File: src/rtl/riscv_pkg.sv
// Shared RISC-V front-end types: raw fetch beat, queued instruction with
// predecode annotations, and the compressed-instruction test used by decode.
package riscv_pkg;

    localparam logic [31:0] ILEN_RVC = 32'd2;
    localparam logic [31:0] ILEN_RV  = 32'd4;

    typedef struct packed {
        logic [31:0] addr;
        logic [31:0] data;
    } ifu_t;

    typedef struct packed {
        logic [31:0] addr;
        logic [31:0] data;
        logic        is_compressed;
        logic [31:0] next_addr;
    } ifq_t;

    // Any encoding whose low two bits are not 2'b11 is a 16-bit RVC instruction.
    function automatic logic riscv_is_compressed(input logic [1:0] opc_lo);
        return (opc_lo != 2'b11);
    endfunction

endpackage

File: src/rtl/riscv_ifq_if.sv
// Fetch-side and decode-side signals of the instruction fetch queue.
// slave = the queue itself, master = the fetch/decode environment around it.
interface riscv_ifq_if #(
    parameter int unsigned DEPTH = 8
);
    localparam int unsigned CNT_W = $clog2(DEPTH) + 1;

    logic              ifu_vld;
    riscv_pkg::ifu_t   ifu;
    logic              fetch_stall;
    logic              ifq_vld;
    riscv_pkg::ifq_t   ifq;
    logic              ifq_ack;
    logic [CNT_W-1:0]  ifq_count;
    logic              ifq_overflow;

    modport slave (
        input  ifu_vld,
        input  ifu,
        input  ifq_ack,
        output fetch_stall,
        output ifq_vld,
        output ifq,
        output ifq_count,
        output ifq_overflow
    );

    modport master (
        output ifu_vld,
        output ifu,
        output ifq_ack,
        input  fetch_stall,
        input  ifq_vld,
        input  ifq,
        input  ifq_count,
        input  ifq_overflow
    );

endinterface

File: src/rtl/riscv_ifq_predecode.sv
// Push-time predecode: annotates a fetched instruction with its size and the
// sequential next address. RVC expansion will slot in here later.
module riscv_ifq_predecode
    import riscv_pkg::*;
(
    input  ifu_t ifu,
    output ifq_t entry
);

    logic        is_rvc;
    logic [31:0] ilen;

    always_comb begin
        is_rvc = riscv_is_compressed(ifu.data[1:0]);
        ilen   = is_rvc ? ILEN_RVC : ILEN_RV;

        entry               = '0;
        entry.addr          = ifu.addr;
        entry.data          = ifu.data;
        entry.is_compressed = is_rvc;
        // 32-bit add wraps naturally past the top of the address space
        entry.next_addr     = ifu.addr + ilen;
    end

endmodule

File: src/rtl/riscv_ifq.sv
// Instruction fetch queue: circular buffer between fetch and decode with
// fetch throttling, flush and a sticky overflow flag.
module riscv_ifq
    import riscv_pkg::*;
#(
    parameter int unsigned DEPTH        = 8,
    parameter int unsigned STALL_MARGIN = 2
) (
    input  logic        clock,
    input  logic        reset,
    input  logic        flush,
    riscv_ifq_if.slave  bus
);

    localparam int unsigned PTR_W = $clog2(DEPTH);
    localparam int unsigned CNT_W = PTR_W + 1;

    ifq_t             pre_entry;
    ifq_t             mem_q [DEPTH];
    ifq_t             mem_d [DEPTH];
    logic [PTR_W-1:0] wr_ptr_q, wr_ptr_d;
    logic [PTR_W-1:0] rd_ptr_q, rd_ptr_d;
    logic [CNT_W-1:0] count_q,  count_d;
    logic             overflow_q, overflow_d;
    logic [CNT_W-1:0] free_slots;
    logic             full;
    logic             push;
    logic             pop;
    logic             drop;

    riscv_ifq_predecode u_predecode (
        .ifu   (bus.ifu),
        .entry (pre_entry)
    );

    always_comb begin
        pop  = (count_q != '0) && bus.ifq_ack;
        full = (count_q == CNT_W'(DEPTH));
        // A full queue still accepts a push when the head leaves in the same cycle
        push = bus.ifu_vld && !flush && (!full || pop);
        drop = bus.ifu_vld && !flush && full && !pop;

        wr_ptr_d   = wr_ptr_q;
        rd_ptr_d   = rd_ptr_q;
        count_d    = count_q;
        overflow_d = overflow_q | drop;
        mem_d      = mem_q;

        if (flush) begin
            wr_ptr_d = '0;
            rd_ptr_d = '0;
            count_d  = '0;
        end else begin
            if (push) begin
                wr_ptr_d        = wr_ptr_q + PTR_W'(1);
                mem_d[wr_ptr_q] = pre_entry;
            end
            if (pop) begin
                rd_ptr_d = rd_ptr_q + PTR_W'(1);
            end
            count_d = count_q + CNT_W'(push) - CNT_W'(pop);
        end
    end

    always_ff @(posedge clock) begin
        if (reset) begin
            wr_ptr_q   <= '0;
            rd_ptr_q   <= '0;
            count_q    <= '0;
            overflow_q <= 1'b0;
        end else begin
            wr_ptr_q   <= wr_ptr_d;
            rd_ptr_q   <= rd_ptr_d;
            count_q    <= count_d;
            overflow_q <= overflow_d;
        end
    end

    // Payload storage needs no reset: it is only observed while ifq_vld is high.
    always_ff @(posedge clock) begin
        mem_q <= mem_d;
    end

    always_comb begin
        free_slots = CNT_W'(DEPTH) - count_q;
    end

    assign bus.fetch_stall  = (free_slots <= CNT_W'(STALL_MARGIN));
    assign bus.ifq_vld      = (count_q != '0);
    assign bus.ifq          = mem_q[rd_ptr_q];
    assign bus.ifq_count    = count_q;
    assign bus.ifq_overflow = overflow_q;

endmodule

File: src/flat_wrapper.sv
// flat-port wrapper written by rule: the top's interface ports become plain ports
module riscv_ifq_flat import riscv_pkg::*;
#(
    parameter int unsigned DEPTH        = 8,
    parameter int unsigned STALL_MARGIN = 2
)
  (clock, reset, flush, bus_ifu_vld, bus_ifu, bus_ifq_ack, bus_fetch_stall, bus_ifq_vld, bus_ifq, bus_ifq_count, bus_ifq_overflow);
  riscv_ifq_if #(.DEPTH(DEPTH)) bus_i ();
  input  logic clock;
  input  logic reset;
  input  logic flush;
  input wire logic [$bits(bus_i.ifu_vld)-1:0] bus_ifu_vld;
  input wire logic [$bits(bus_i.ifu)-1:0] bus_ifu;
  input wire logic [$bits(bus_i.ifq_ack)-1:0] bus_ifq_ack;
  output wire logic [$bits(bus_i.fetch_stall)-1:0] bus_fetch_stall;
  output wire logic [$bits(bus_i.ifq_vld)-1:0] bus_ifq_vld;
  output wire logic [$bits(bus_i.ifq)-1:0] bus_ifq;
  output wire logic [$bits(bus_i.ifq_count)-1:0] bus_ifq_count;
  output wire logic [$bits(bus_i.ifq_overflow)-1:0] bus_ifq_overflow;
  assign bus_i.ifu_vld = bus_ifu_vld;
  assign bus_i.ifu = bus_ifu;
  assign bus_i.ifq_ack = bus_ifq_ack;
  assign bus_fetch_stall = bus_i.fetch_stall;
  assign bus_ifq_vld = bus_i.ifq_vld;
  assign bus_ifq = bus_i.ifq;
  assign bus_ifq_count = bus_i.ifq_count;
  assign bus_ifq_overflow = bus_i.ifq_overflow;
  riscv_ifq #(.DEPTH(DEPTH), .STALL_MARGIN(STALL_MARGIN)) u_core (.clock(clock), .reset(reset), .flush(flush), .bus(bus_i));
endmodule
File: config.mk
export PLATFORM = sky130hd
export DESIGN_NAME = riscv_ifq_flat
export DESIGN_NICKNAME = d
export VERILOG_FILES = /design/src/rtl/riscv_pkg.sv /design/src/rtl/riscv_ifq_if.sv /design/src/rtl/riscv_ifq_predecode.sv /design/src/rtl/riscv_ifq.sv /design/src/flat_wrapper.sv
export SDC_FILE = /design/constraint.sdc
export NUM_CORES = 1
export LEC_CHECK = 0
export ABC_AREA = 1
export CAP_MARGIN = 10
export CELL_PAD_IN_SITES_DETAIL_PLACEMENT = 0
export CELL_PAD_IN_SITES_GLOBAL_PLACEMENT = 1
export CORE_ASPECT_RATIO = 1.5
export CORE_MARGIN = 5
export CORE_UTILIZATION = 30
export DETAILED_ROUTE_END_ITERATION = 10
export GPL_TIMING_DRIVEN = 0
export PLACE_DENSITY = 0.61
export SLEW_MARGIN = 20
export SYNTH_ARGS = -nofsm -noshare
export SYNTH_HDL_FRONTEND = slang
export SYNTH_HIERARCHICAL = 1
export SYNTH_SLANG_ARGS = --single-unit
File: constraint.sdc
create_clock -name clock -period 11.7 [get_ports clock]
set_input_delay 3.51 -clock clock [delete_from_list [all_inputs] [get_ports clock]]
set_output_delay 3.51 -clock clock [all_outputs]
set_load 0.01 [all_outputs]
==> flow_summary.json <==
{
  "status": "complete, no violations",
  "htree_levels": 3,
  "die_h_um": 431,
  "critical_path_class": "reg2out",
  "root_buffer": "clkbuf_16",
  "final_period_minus_worst_setup_slack_ns": 6.91,
  "cts_setup_buffers": 0,
  "critPathArrivalTime_ns": 3.40,
  "finClkSkew_ns": 0.0162,
  "numCtsBuffers": 79,
  "hold_path_startpoint": "u_core/bus.ifq_overflow$_SDFF_PP0_",
  "path_clk_slew_ns": 0.06,
  "slowest_stage": "buf_1",
  "worst_pin_slew_ns": 0.826,
  "setup_viol": 0,
  "final_common_cell": "nand2_1",
  "routed_wl_um": 108000,
  "fin_crit_sh": 0.590,
  "grt_pass1_vias": 23900,
  "p_sw_mw": 1.60,
  "syn_avg_cell_area_um2": 9.75,
  "portBuffers": 141,
  "path_buf_inv": 4,
  "fmax_ghz": 0.145,
  "syn-num-nets": 3713,
  "reg2reg_from": "u_core/bus.ifq_count[1]$_SDFF_PP0_",
  "netSwitchingFraction": 0.253,
  "slew_headroom": 0.449,
  "crit_path_cell_trace": "buf_2 > buf_2 > buf_1 > nand2_1 > nand2_1 > clkdlybuf4s50_1",
  "vdd_drop_max_v": 0.0000956,
  "cts_tree": "built",
  "maxCapViolations": 0,
  "slew_viol_final": 0,
  "syn-cell-area_um2": 35400,
  "io_pins": 173,
  "dieWidth_um": 290,
  "synthCells": 3630,
  "antenna_found_initial": 7,
  "clkPwrFrac": 0.381,
  "vias_per_cell": 4.33,
  "cts_sinks": 787,
  "ys_types": 25,
  "ant_nets": 0,
  "clk_latency_ns": 0.68,
  "grt_usage": 0.169,
  "dieArea_um2": 125000,
  "syn2layout_area_growth_pct": 19.4,
  "crit_path_start": "u_core/rd_ptr_q[2]$_SDFFE_PP0P_",
  "rsz0062_at_grt": "false",
  "crit_fanout": 10,
  "setup_ws_ns": 4.79,
  "ys_seq_elements": 787,
  "internal_power_mw": 4.72,
  "start_kind": "flop",
  "cpPeakStageDelay_ns": 0.62,
  "cts_hold_buf": 0,
  "fin_cells": 5555,
  "drtIter0Drc": 1591,
  "utilization": 0.360,
  "num_rows": 154,
  "comb_power_share": 0.121,
  "gp_congestion": 0.785,
  "yosysWarnings": 6,
  "critical_path.top_delay_family": "buffers and inverters",
  "place_hpwl_um": 76600,
  "initial_core_util": 0.302,
  "finalHoldWorstSlack_ns": 0.448,
  "grt_max_degree": 23,
  "dp.cells": 5416,
  "pwr-share-seq": 0.498,
  "grt_pass1_wl_um": 158000,
  "ctsResizeCount": 0,
  "nets": 4020,
  "gr-total-overflow": 0,
  "setup-tns-final_ns": 0,
  "vias": 24100,
  "final_cell_mix": "1571 x nand2_1, 776 x edfxtp_1, 622 x inv_1, 303 x nand3_1, 142 x buf_4",
  "cp-end-kind": "output pin",
  "clockBufferDepth": 3,
  "hold_path.class": "reg2reg",
  "yosysSeqAreaShare": 0.665,
  "first_pass_iters": 7,
  "p_leak_nw": 18.5,
  "wire_per_inst_um": 19.5,
  "final_hold_viol_count": 0,
  "dp_slack_ns": 5.04,
  "drcViolationCount": 0,
  "drive_gt1_frac": 0.101,
  "core_um2": 117000,
  "powerDensity_nw_per_um2": 150,
  "worstPathRequired_ns": 8.19
}
==> cell type report <==
| class | instances | area, um2 |
|---|---|---|
| Antenna cell | 2 | 5.00 |
| Fill cell | 11700 | 75100 |
| Sequential cell | 787 | 23500 |
| Tap cell | 1560 | 1950 |
| Buffer | 216 | 1290 |
| Multi-Input combinational cell | 2002 | 8290 |
| Timing Repair Buffer | 226 | 2480 |
| Inverter | 625 | 2350 |
| Clock buffer | 95 | 2040 |
| Clock inverter | 42 | 349 |
==> routing by layer <==
metal	vias up	wire length [um]	global-route usage
met1	11500	44700	0.204
met3	153	4530	0.0249
met5	-	13	0
met4	2	3390	0.0563
li1	11900	-	-
met2	540	55500	0.309
==> path summary, 6_finish.rpt <==
kind,endpoint,slack [ns],cells past startpoint
min reg2reg,u_core/bus.ifq_overflow$_SDFF_PP0_,0.45,2
max reg2reg,u_core/mem_q[332]$_DFFE_PP_,8.24,11
max,bus_ifq[68],4.79,6
min,u_core/bus.ifq_overflow$_SDFF_PP0_,0.45,2
==> Yosys cell counts (all sizes together) <==
master | count | share of area
dfxtp | 11 | 0.0062
nor3 | 5 | 0.00071
fa | 1 | 0.00057
ha | 13 | 0.0046
xnor2 | 6 | 0.0015
o21ai | 4 | 0.00057
nand2 | 1577 | 0.17
buf | 195 | 0.034
a21oi | 9 | 0.0013
xor2 | 11 | 0.0027
nand3 | 304 | 0.043
nor2 | 61 | 0.0075
inv | 625 | 0.066
edfxtp | 776 | 0.66
clkbuf | 21 | 0.0022
nand3b | 11 | 0.0023
==> cell families after synthesis <==
kind of cell,Yosys count,synth area share
adders and majority gates,14,0.00516
and+or+nand+nor,1958,0.222
buffers and inverters,841,0.103
AOI/OAI and AO/OA,13,0.00184
xor gates and xnor gates,17,0.00421
DFF,787,0.665
==> worst reg2reg max path, cell delays in order (launching register included) <==
cell	delay, ns
dfxtp_1	0.44
inv_1	0.14
ha_1	0.20
nand2_1	0.07
nand2_1	0.21
nand2_1	0.26
nand2_1	0.22
nor3_2	0.64
buf_4	0.31
buf_4	0.22
buf_4	0.22
buf_4	0.22
==> registers in the layout, summed over array words and instances, names as in the netlist <==
register / count
u_core/bus.ifq_count: 4
u_core/bus.ifq_overflow: 1
u_core/rd_ptr_q: 3
u_core/wr_ptr_q: 3
u_core/mem_q: 776
==> through the flow <==
step / power (mW) / cell area [um2]
2_1_floorplan: 3.61 / 35400
3_3_place_gp: 3.99 / 38800
3_5_place_dp: 3.99 / 39900
4_1_cts: 6.41 / 42300
5_1_grt: 6.58 / 42300
6_report: 6.32 / 42300
==> power groups by stage <==
| stage | clock [mW] | sequential (mW) | combinational, mW |
|---|---|---|---|
| after floorplan | 0 | 3.21 | 0.394 |
| after global placement | 0 | 3.22 | 0.768 |
| after detailed placement | 0 | 3.21 | 0.782 |
| after CTS | 2.48 | 3.15 | 0.786 |
| after global routing | 2.59 | 3.15 | 0.847 |
| final | 2.41 | 3.15 | 0.766 |
Note: power is estimated with default switching activity, not from simulation.
